## src/rtl/fp_scoreboard.sv

```systemverilog
// FP scoreboard: tracks in-flight multi-cycle FPU ops, flags RAW hazards on sources, retires results in slot order.
// Optional macro FP_SCOREBOARD_WAW_CHECK_EN additionally stalls issue while the destination is already pending.
module fp_scoreboard #(
    parameter int NSLOTS = 4,
    parameter int LAT_W  = 5
) (
    input  logic                           clk,
    input  logic                           Rst,
    input  logic                           flush,
    input  logic                           iss_valid,
    output logic                           iss_ready,
    input  logic [4:0]                     iss_rd,
    input  logic                           iss_rd_fp,
    input  logic [LAT_W-1:0]               iss_lat,
    input  logic [4:0]                     rs1,
    input  logic [4:0]                     rs2,
    input  logic [4:0]                     rs3,
    input  logic                           rs1_fp,
    input  logic                           rs2_fp,
    input  logic                           rs3_fp,
    input  logic [2:0]                     rs_used,
    output logic                           hz,
    output logic                           wb_valid,
    output logic [4:0]                     wb_rd,
    output logic                           wb_fp,
    input  logic                           wb_ready,
    output logic [$clog2(NSLOTS+1)-1:0]    busy_cnt
);

    localparam int CNT_W = $clog2(NSLOTS+1);

    logic [NSLOTS-1:0] occ_q, occ_d;
    logic [NSLOTS-1:0] fp_q, fp_d;
    logic [4:0]        rd_q  [NSLOTS];
    logic [4:0]        rd_d  [NSLOTS];
    logic [LAT_W-1:0]  cnt_q [NSLOTS];
    logic [LAT_W-1:0]  cnt_d [NSLOTS];
    logic [CNT_W-1:0]  busy_d;

    logic [NSLOTS-1:0] done;
    logic [NSLOTS-1:0] free_oh;
    logic [NSLOTS-1:0] wb_oh;
    logic              any_free;
    logic              any_done;
    logic              waw_block;
    logic              iss_fire;
    logic              wb_fire;
    logic [4:0]        wb_rd_sel;
    logic              wb_fp_sel;
    logic [LAT_W-1:0]  lat_eff;

    // Integer x0 is hardwired zero, so it can never be waited on.
    function automatic logic pending(input logic f, input logic [4:0] r);
        logic hit;
        hit = 1'b0;
        for (int i = 0; i < NSLOTS; i++) begin
            if (occ_q[i] && (fp_q[i] == f) && (rd_q[i] == r))
                hit = 1'b1;
        end
        if (!f && (r == 5'd0))
            hit = 1'b0;
        return hit;
    endfunction

    always_comb begin
        for (int i = 0; i < NSLOTS; i++)
            done[i] = occ_q[i] && (cnt_q[i] == '0);
    end

    // Lowest-index isolation: lowest clear bit of occ, lowest set bit of done.
    assign free_oh  = ~occ_q & (occ_q + NSLOTS'(1));
    assign wb_oh    = done & (~done + NSLOTS'(1));
    assign any_free = ~&occ_q;
    assign any_done = |done;

    always_comb begin
        wb_rd_sel = 5'd0;
        wb_fp_sel = 1'b0;
        for (int i = 0; i < NSLOTS; i++) begin
            if (wb_oh[i]) begin
                wb_rd_sel = wb_rd_sel | rd_q[i];
                wb_fp_sel = wb_fp_sel | fp_q[i];
            end
        end
    end

    assign hz = (rs_used[0] & pending(rs1_fp, rs1))
              | (rs_used[1] & pending(rs2_fp, rs2))
              | (rs_used[2] & pending(rs3_fp, rs3));

`ifdef FP_SCOREBOARD_WAW_CHECK_EN
    assign waw_block = pending(iss_rd_fp, iss_rd);
`else
    assign waw_block = 1'b0;
`endif

    assign iss_ready = any_free & ~hz & ~flush & ~Rst & ~waw_block;
    assign iss_fire  = iss_valid & iss_ready;
    assign wb_valid  = any_done & ~flush & ~Rst;
    assign wb_fire   = wb_valid & wb_ready;
    assign wb_rd     = wb_valid ? wb_rd_sel : 5'd0;
    assign wb_fp     = wb_valid & wb_fp_sel;
    assign lat_eff   = (iss_lat == '0) ? LAT_W'(1) : iss_lat;

    // A retiring slot is still occupied this cycle, so issue never lands on it.
    always_comb begin
        occ_d  = occ_q;
        fp_d   = fp_q;
        rd_d   = rd_q;
        cnt_d  = cnt_q;
        busy_d = '0;
        for (int i = 0; i < NSLOTS; i++) begin
            if (flush) begin
                occ_d[i] = 1'b0;
                cnt_d[i] = '0;
            end else if (wb_fire && wb_oh[i]) begin
                occ_d[i] = 1'b0;
            end else if (iss_fire && free_oh[i]) begin
                occ_d[i] = 1'b1;
                rd_d[i]  = iss_rd;
                fp_d[i]  = iss_rd_fp;
                cnt_d[i] = lat_eff;
            end else if (occ_q[i] && (cnt_q[i] != '0)) begin
                cnt_d[i] = cnt_q[i] - LAT_W'(1);
            end
        end
        for (int i = 0; i < NSLOTS; i++)
            busy_d = busy_d + CNT_W'(occ_d[i]);
    end

    always_ff @(posedge clk) begin
        if (Rst) begin
            occ_q    <= '0;
            fp_q     <= '0;
            busy_cnt <= '0;
            for (int i = 0; i < NSLOTS; i++) begin
                rd_q[i]  <= '0;
                cnt_q[i] <= '0;
            end
        end else begin
            occ_q    <= occ_d;
            fp_q     <= fp_d;
            busy_cnt <= busy_d;
            for (int i = 0; i < NSLOTS; i++) begin
                rd_q[i]  <= rd_d[i];
                cnt_q[i] <= cnt_d[i];
            end
        end
    end

endmodule
```

## config.mk

```make
export PLATFORM = sky130hd
export DESIGN_NAME = fp_scoreboard
export DESIGN_NICKNAME = d
export VERILOG_FILES = /design/src/rtl/fp_scoreboard.sv
export SDC_FILE = /design/constraint.sdc
export NUM_CORES = 1
export LEC_CHECK = 0
export ABC_AREA = 1
export BUFFER_PORTS_ARGS = -buffer_cell sky130_fd_sc_hd__buf_2
export CAP_MARGIN = 5
export CORE_MARGIN = 1
export CORE_UTILIZATION = 55
export DETAILED_ROUTE_END_ITERATION = 12
export PLACE_DENSITY = 0.76
export REMOVE_ABC_BUFFERS = 1
export SYNTH_ARGS = -nofsm -noshare
export SYNTH_HDL_FRONTEND = slang
export SYNTH_SLANG_ARGS = --single-unit
```

## constraint.sdc

```tcl
create_clock -name clk -period 3.02 [get_ports clk]
set_input_delay 0.302 -clock clk [delete_from_list [all_inputs] [get_ports clk]]
set_output_delay 0.302 -clock clk [all_outputs]
set_load 0.05 [all_outputs]
```

==> results of run 1 <==
worst max path at each step:
stage               cells after the start             startpoint                endpoint  slack (ns)
CTS                                    20  rd_q[19]$_SDFFE_PP0P_  busy_cnt[1]$_SDFF_PP0_        0.03
global route                           20   fp_q[0]$_SDFFE_PP0P_  busy_cnt[1]$_SDFF_PP0_       -0.06
floorplan                              12                  flush  busy_cnt[1]$_SDFF_PP0_       -0.21
finish                                 20   fp_q[1]$_SDFFE_PP0P_  busy_cnt[1]$_SDFF_PP0_        0.07
detailed placement                     21                 rs3[3]  busy_cnt[1]$_SDFF_PP0_       -0.09
global placement                       21                 rs3[3]  busy_cnt[1]$_SDFF_PP0_       -0.03
repair_timing:
item | in CTS | in global routing
pin swaps | 0 | 1
buffers inserted | 0 | 0
resized for setup | 2 | 15
setup endpoints to repair | 1 | 7
kinds of logic after synthesis:
logic type | synth area share, %
AO/OA/AOI/OAI | 14.02
adder cells (fa/ha/maj) | 2.351
buffers and inverters | 11.39
XOR/XNOR | 2.382
flip-flops | 25.25
AND/OR/NAND/NOR | 44.62
synth_stat cells (all sizes together), types with 5 or more instances:
cell type | count | share of area [%]
nand2 | 251 | 24
nor2 | 145 | 14
inv | 95 | 8.8
dfxtp | 51 | 25
o21ai | 33 | 4.1
a21oi | 25 | 3.3
a211oi | 24 | 5.2
nand3 | 24 | 3.7
nand4 | 15 | 2.5
buf | 13 | 2.1
ha | 6 | 1.9
o22ai | 6 | 0.93
xor2 | 6 | 1.3
clkbuf | 5 | 0.46
nor3 | 5 | 0.62
xnor2 | 5 | 1.1
per-stage QoR:
stage          total power, W  area, um^2  setup WS, ns  cells
2_1_floorplan       0.0008201        3940       -0.2063    697
3_3_place_gp        0.0009229        4420      -0.03270    857
3_5_place_dp        0.0009237        4420      -0.08767    857
4_1_cts              0.001338        4513       0.02961    865
5_1_grt              0.001386        4538      -0.06498    865
6_report             0.001344        4538       0.07389    865
layout make-up:
class	instances	area, um^2
multi-input cells	551	2580
fillers	683	2406
clock buffers	5	68.82
well taps	96	120.1
inverters	95	356.6
clock inverters	3	23.77
repair buffers	64	360.3
flip-flops and latches	51	1028
routing by layer:
metal / up-vias / wire length (um) / track usage, %
met5: - / 0 / 0
met4: 0 / 643 / 19.82
met3: 55 / 1229 / 5.561
met2: 298 / 6462 / 63.21
met1: 2113 / 5572 / 45.66
li1: 2351 / - / -
flip-flops by register name, indices dropped and copies added (netlist names):
signal and flops:
busy_cnt 3, cnt_q 20, fp_q 4, occ_q 4
rd_q 20
report_power, final:
part           switching [W]  internal (W)  total (W)
clock               0.000260      0.000167   0.000427
combinational       0.000158     0.0000706   0.000229
sequential        0.00000882      0.000680   0.000689
total               0.000427      0.000917    0.00134
worst max-delay path: stages (launching register included):
cell and delay [ns]:
dfxtp_1 0.37, inv_2 0.17, nand2_1 0.07, o21ai_0 0.07, nor2_1 0.05, nand2_1 0.08, nor2_1 0.04, nor2_1 0.17
nand2_1 0.09, nand2_2 0.10, nand3_4 0.10, nor2_8 0.10, nand2_1 0.08, nand2_2 0.11, nand3_2 0.10, fa_1 0.55
inv_1 0.04, ha_1 0.17, ha_1 0.27, inv_1 0.05, nor2_1 0.03
==> reports/metrics.csv, run 1 <==
stage,metric,value,unit
outcome,status,"finished, final reports clean",
detailed_routing,routed-via-count,4817,
timing,rsz0062_at_grt,true,
setup_path,startpoint_type,register,
clocking,clock_sinks,51,
floorplanning,num_rows,30,
worst_hold_path,worstHoldEndpoint,fp_q[0]$_SDFFE_PP0P_,
setup_path,path_max_fanout,6,
clocking,numCtsBuffers,5,
setup_path,critPathCaptureType,register,
timing,worst_slew_pin_slew,0.7555,ns
detailed_routing,totalWireLength,13.91,mm
grt,gr-total-overflow,0,
floorplanning,io_pins,49,
detailed_routing,vias_per_cell,5.569,
final_layout,mostFrequentLayoutCells,"nand2_1 (245), nor2_1 (142), inv_1 (76)",
timing,tns,0,ns
worst_hold_path,hold_depth,3,
detailed_routing,drc,0,
grt,antenna_found_initial,0,
power_and_ir_drop,peakVddDrop,0.2767,mV
setup_path,reg2reg_depth,20,
clocking,cts_max_level,2,
timing,clock-skew-final,0.004679,ns
floorplanning,die_w,87.75,um
final_layout,fin_util,65.35,%
yosys,yosysSeqAreaShare,25.25,%
yosys,synthesis.area,0.004044,mm^2
grt,grt_pass1_wl,21.74,mm
yosys,yosys_warnings,0,
power_and_ir_drop,power_density,296.2,mW/mm^2
place,dp_hpwl,10.82,mm
yosys,synthDistinctLibCells,34,
setup_path,r2r_slack,0.07,ns
detailed_routing,dr.pass1.iters,6,
clocking,clock_path_buffers,2,
final_layout,layout-drive-gt1-share,15.60,%
yosys,synth_cells,715,
final_layout,final_nets,812,
clocking,cts.root.buffer_cell,clkbuf_8,
final_layout,layout_commonest_cell,nand2_1,
floorplanning,core,0.006944,mm^2
detailed_routing,drt-initial-drc-count,471,
detailed_routing,drtAntennaViolNets,0,
yosys,synth-edff-count,0,
final_layout,syn_to_final_growth,12.22,%
grt,track_usage,37.33,%
timing,period_needed,2.946,ns
clocking,worstSkewPairLatency,0.31,ns
floorplanning,initial_utilization,58.23,%
power_and_ir_drop,p_leak,2.289,nW
setup_path,critPathRequiredTime,3.22,ns
timing,whs,0.2842,ns
floorplanning,die_h,87.75,um
floorplanning,die_area,0.007699,mm^2
timing,max_freq,0.3394,GHz
setup_path,timing.rr.end,busy_cnt[1]$_SDFF_PP0_,
grt,grt_max_degree,32,
timing,hold_violations,0,
worst_hold_path,hold_class,in2reg,
final_layout,n_antenna_cell,0,
place,port_buffers,48,
timing,slew_violations,0,
yosys,synth-seq-cells,51,
clocking,holdBufCountCts,0,
yosys,ys_async_sr_fraction,0,%
yosys,avgSynthCellArea,5.656,um^2
grt,grt_pass1_vias,4461,
detailed_routing,avgRoutedWirePerCell,16.08,um
setup_path,worst-setup-path-type,reg2reg,
clocking,cts_tree,built,
timing,slew_headroom,49.24,%
yosys,ys.flop_type,dfxtp_1,
worst_hold_path,hp-start,iss_rd_fp,
place,gp_congestion,1.059,
run,max_cap_violations,0,
timing,period_share,97.55,%
setup_path,worstReg2RegStart,fp_q[1]$_SDFFE_PP0P_,
timing,setup_viol,0,
setup_path,arrival,3.15,ns
clocking,clk_pin_slew,0.11,ns
(Power assumes the default switching activity.)
==> run 2, diff against run 1 <==
- BUFFER_PORTS_ARGS: -buffer_cell sky130_fd_sc_hd__buf_2 -> -buffer_cell sky130_fd_sc_hd__clkbuf_2
==> reports/metrics.csv, run 2 (synthesis results as in run 1) <==
stage,metric,value,unit,change
detailed_routing,dr.pass1.iters,6,,unchanged
final_layout,layout_commonest_cell,nand2_1,,unchanged
detailed_routing,drtAntennaViolNets,0,,unchanged
setup_path,arrival,3.06,ns,was 3.15 ns
place,dp_worst_setup_slack,-0.05507,ns,was -0.08767 ns
floorplanning,initial_utilization,58.23,%,unchanged
timing,rsz0062_at_grt,false,,was true
grt,gr-total-overflow,0,,unchanged
setup_path,startpoint_type,register,,unchanged
detailed_routing,wl_met1,5.306,mm,was 5.572 mm
power_and_ir_drop,power_density,292.1,mW/mm^2,was 296.2 mW/mm^2
timing,slew_violations,0,,unchanged
grt,grt_max_degree,32,,unchanged
timing,period_share,94.77,%,was 97.55%
final_layout,final_area,0.004596,mm^2,was 0.004538 mm^2
outcome,status,"finished, final reports clean",,unchanged
power_and_ir_drop,peakVddDrop,0.2044,mV,was 0.2767 mV
place,gp_congestion,1.048,,was 1.059
floorplanning,io_pins,49,,unchanged
floorplanning,num_rows,30,,unchanged
detailed_routing,drc,0,,unchanged
clocking,worstSkewPairLatency,0.32,ns,was 0.31 ns
final_layout,fin_util,66.18,%,was 65.35%
timing,fin_ws,0.1581,ns,was 0.07389 ns
grt,track_usage,39.42,%,was 37.33%
timing,clock-skew-final,0.004242,ns,was 0.004679 ns
floorplanning,die_w,87.75,um,unchanged
timing,period_needed,2.862,ns,was 2.946 ns
detailed_routing,top_layer,met4,,unchanged
setup_path,cp_common_cell,nand2_1,,
floorplanning,die_h,87.75,um,unchanged
setup_path,crit_path_cell_trace,inv_1 -> nand2_1 -> nand2_1 -> nand3_1 -> nor2_1 -> nor2_1 -> nand2_1 -> nand2_2 -> nand3_4 -> nor2_8 -> nand2_1 -> nand2_2 -> nand3_2 -> fa_1 -> inv_1 -> ha_1 -> ha_1 -> inv_1 -> nor2_1,,was inv_2 -> nand2_1 -> o21ai_0 -> nor2_1 -> nand2_1 -> nor2_1 -> nor2_1 -> nand2_1 -> nand2_2 -> nand3_4 -> nor2_8 -> nand2_1 -> nand2_2 -> nand3_2 -> fa_1 -> inv_1 -> ha_1 -> ha_1 -> inv_1 -> nor2_1
detailed_routing,wl_met2,6.568,mm,was 6.462 mm
clocking,clk_pin_slew,0.10,ns,was 0.11 ns
final_layout,largestRegisters,"cnt_q x20, rd_q x20",,unchanged
detailed_routing,drt-initial-drc-count,513,,was 471
timing,hold_violations,0,,unchanged
floorplanning,core,0.006944,mm^2,unchanged
setup_path,worst-setup-path-type,reg2reg,,unchanged
detailed_routing,totalWireLength,14.33,mm,was 13.91 mm
place,dp_hpwl,11.18,mm,was 10.82 mm
detailed_routing,route.met3.wl,1.532,mm,was 1.229 mm
clocking,clock_path_buffers,2,,unchanged
clocking,clock_sinks,51,,unchanged
place,port_buffers,48,,unchanged
setup_path,path_max_fanout,4,,was 6
timing,worst_slew_pin_slew,0.6775,ns,was 0.7555 ns
timing,max_freq,0.3494,GHz,was 0.3394 GHz
grt,antenna_found_initial,0,,unchanged
clocking,numCtsBuffers,5,,unchanged
setup_path,critPathRequiredTime,3.22,ns,about the same
final_layout,syn_to_final_growth,13.64,%,was 12.22%
final_layout,seqCellArea,0.001044,mm^2,was 0.001028 mm^2
worst_hold_path,hold_class,in2reg,,unchanged
clocking,cts_max_level,2,,unchanged
timing,setup_viol,0,,unchanged
grt,grt_pass1_wl,22.85,mm,was 21.74 mm
detailed_routing,avgRoutedWirePerCell,16.49,um,was 16.08 um
setup_path,cpPeakStageDelay,0.55,ns,about the same
final_layout,num-fill-cells,668,,was 683
floorplanning,die_area,0.007699,mm^2,unchanged
power_and_ir_drop,p_leak,2.315,nW,was 2.289 nW
place,place_area,0.004436,mm^2,was 0.004420 mm^2
final_layout,n_antenna_cell,0,,unchanged
final_layout,multi_input_area,0.002585,mm^2,was 0.002580 mm^2
timing,slew_headroom,54.49,%,was 49.24%
grt,grt_pass1_vias,4646,,was 4461
setup_path,critPathCaptureType,register,,unchanged
final_layout,final_nets,816,,was 812
detailed_routing,vias_per_cell,5.690,,was 5.569
final_layout,layout-drive-gt1-share,17.85,%,was 15.60%
detailed_routing,routed-via-count,4945,,was 4817
timing,whs,0.2639,ns,was 0.2842 ns
final_layout,mostFrequentLayoutCells,"nand2_1 (242), nor2_1 (141), inv_1 (71)",,"was nand2_1 (245), nor2_1 (142), inv_1 (76)"
power_and_ir_drop,power,0.001342,W,was 0.001344 W
clocking,cts_tree,built,,unchanged
run,max_cap_violations,0,,unchanged
setup_path,critPathSlowestCell,fa_1,,unchanged
clocking,cts.root.buffer_cell,clkbuf_8,,unchanged
[run 2: changes by cell type in the layout (fill, tap and decap cells not counted), moves of 2 or more]
| cell | previous run | this run |
|---|---|---|
| buf_2 | 48 | 0 |
| buf_4 | 16 | 20 |
| clkbuf_2 | 0 | 48 |
| dfxtp_1 | 45 | 39 |
| dfxtp_2 | 6 | 9 |
| dfxtp_4 | 0 | 3 |
| inv_1 | 76 | 71 |
| inv_2 | 19 | 21 |
| inv_4 | 0 | 3 |
| nand2_1 | 245 | 242 |
| nand2_2 | 6 | 9 |
[run 2: routing by layer]
layer  up-vias  track usage [%]
met2       329            65.05
met4         0            26.38
li1       2356                -
met3        80            9.237
met1      2180            45.44
met5         -                0
[run 2: final timing paths]
kind                                            start                      to  slack, ns  depth (start not counted)
worst max-delay path            rd_q[15]$_SDFFE_PP0P_  busy_cnt[1]$_SDFF_PP0_       0.16                         19
worst min register to register  cnt_q[3]$_SDFFE_PP0P_   cnt_q[3]$_SDFFE_PP0P_       0.55                          2
worst max register to register  rd_q[15]$_SDFFE_PP0P_  busy_cnt[1]$_SDFF_PP0_       0.16                         19
worst min-delay path                        iss_rd_fp    fp_q[0]$_SDFFE_PP0P_       0.26                          3
[run 2: cell type report]
| class | instances | area share [%] |
|---|---|---|
| clock buffers | 5 | 1.497 |
| clock inverters | 3 | 0.5173 |
| inverters | 95 | 7.923 |
| multi-input cells | 551 | 56.25 |
| flip-flops and latches | 51 | 22.71 |
| well taps | 96 | 2.614 |
| repair buffers | 68 | 8.494 |
[run 2: stage by stage]
stage | TNS [ns] | instances
after floorplan | -0.3525 | 697
after global placement | -0.02184 | 859
after detailed placement | -0.05507 | 859
after CTS | 0 | 867
after global routing | 0 | 869
final | 0 | 869
[run 2: repair_timing]
| item | CTS | global route |
|---|---|---|
| cloned | 0 | 0 |
| resized for setup | 4 | 32 |
| pin swaps | 0 | 2 |
| hold buffers | 0 | 0 |
| endpoints found under the setup margin | 1 | 3 |
| setup buffers | 0 | 2 |
[run 2: power breakdown]
group / switching, W / internal [W] / leakage (nW)
registers: 0.00000973 / 0.000678 / 0.419
clock network: 0.000259 / 0.000166 / 0.0408
logic: 0.000158 / 0.0000715 / 1.86
total: 0.000427 / 0.000916 / 2.31
[run 2: critical path: cells and delay by family (launching register included)]
kind | cells | cell delay [ns]
fa+ha+maj | 3 | 0.99
buf+inv | 3 | 0.23
flops | 1 | 0.45
simple gates | 13 | 1.07
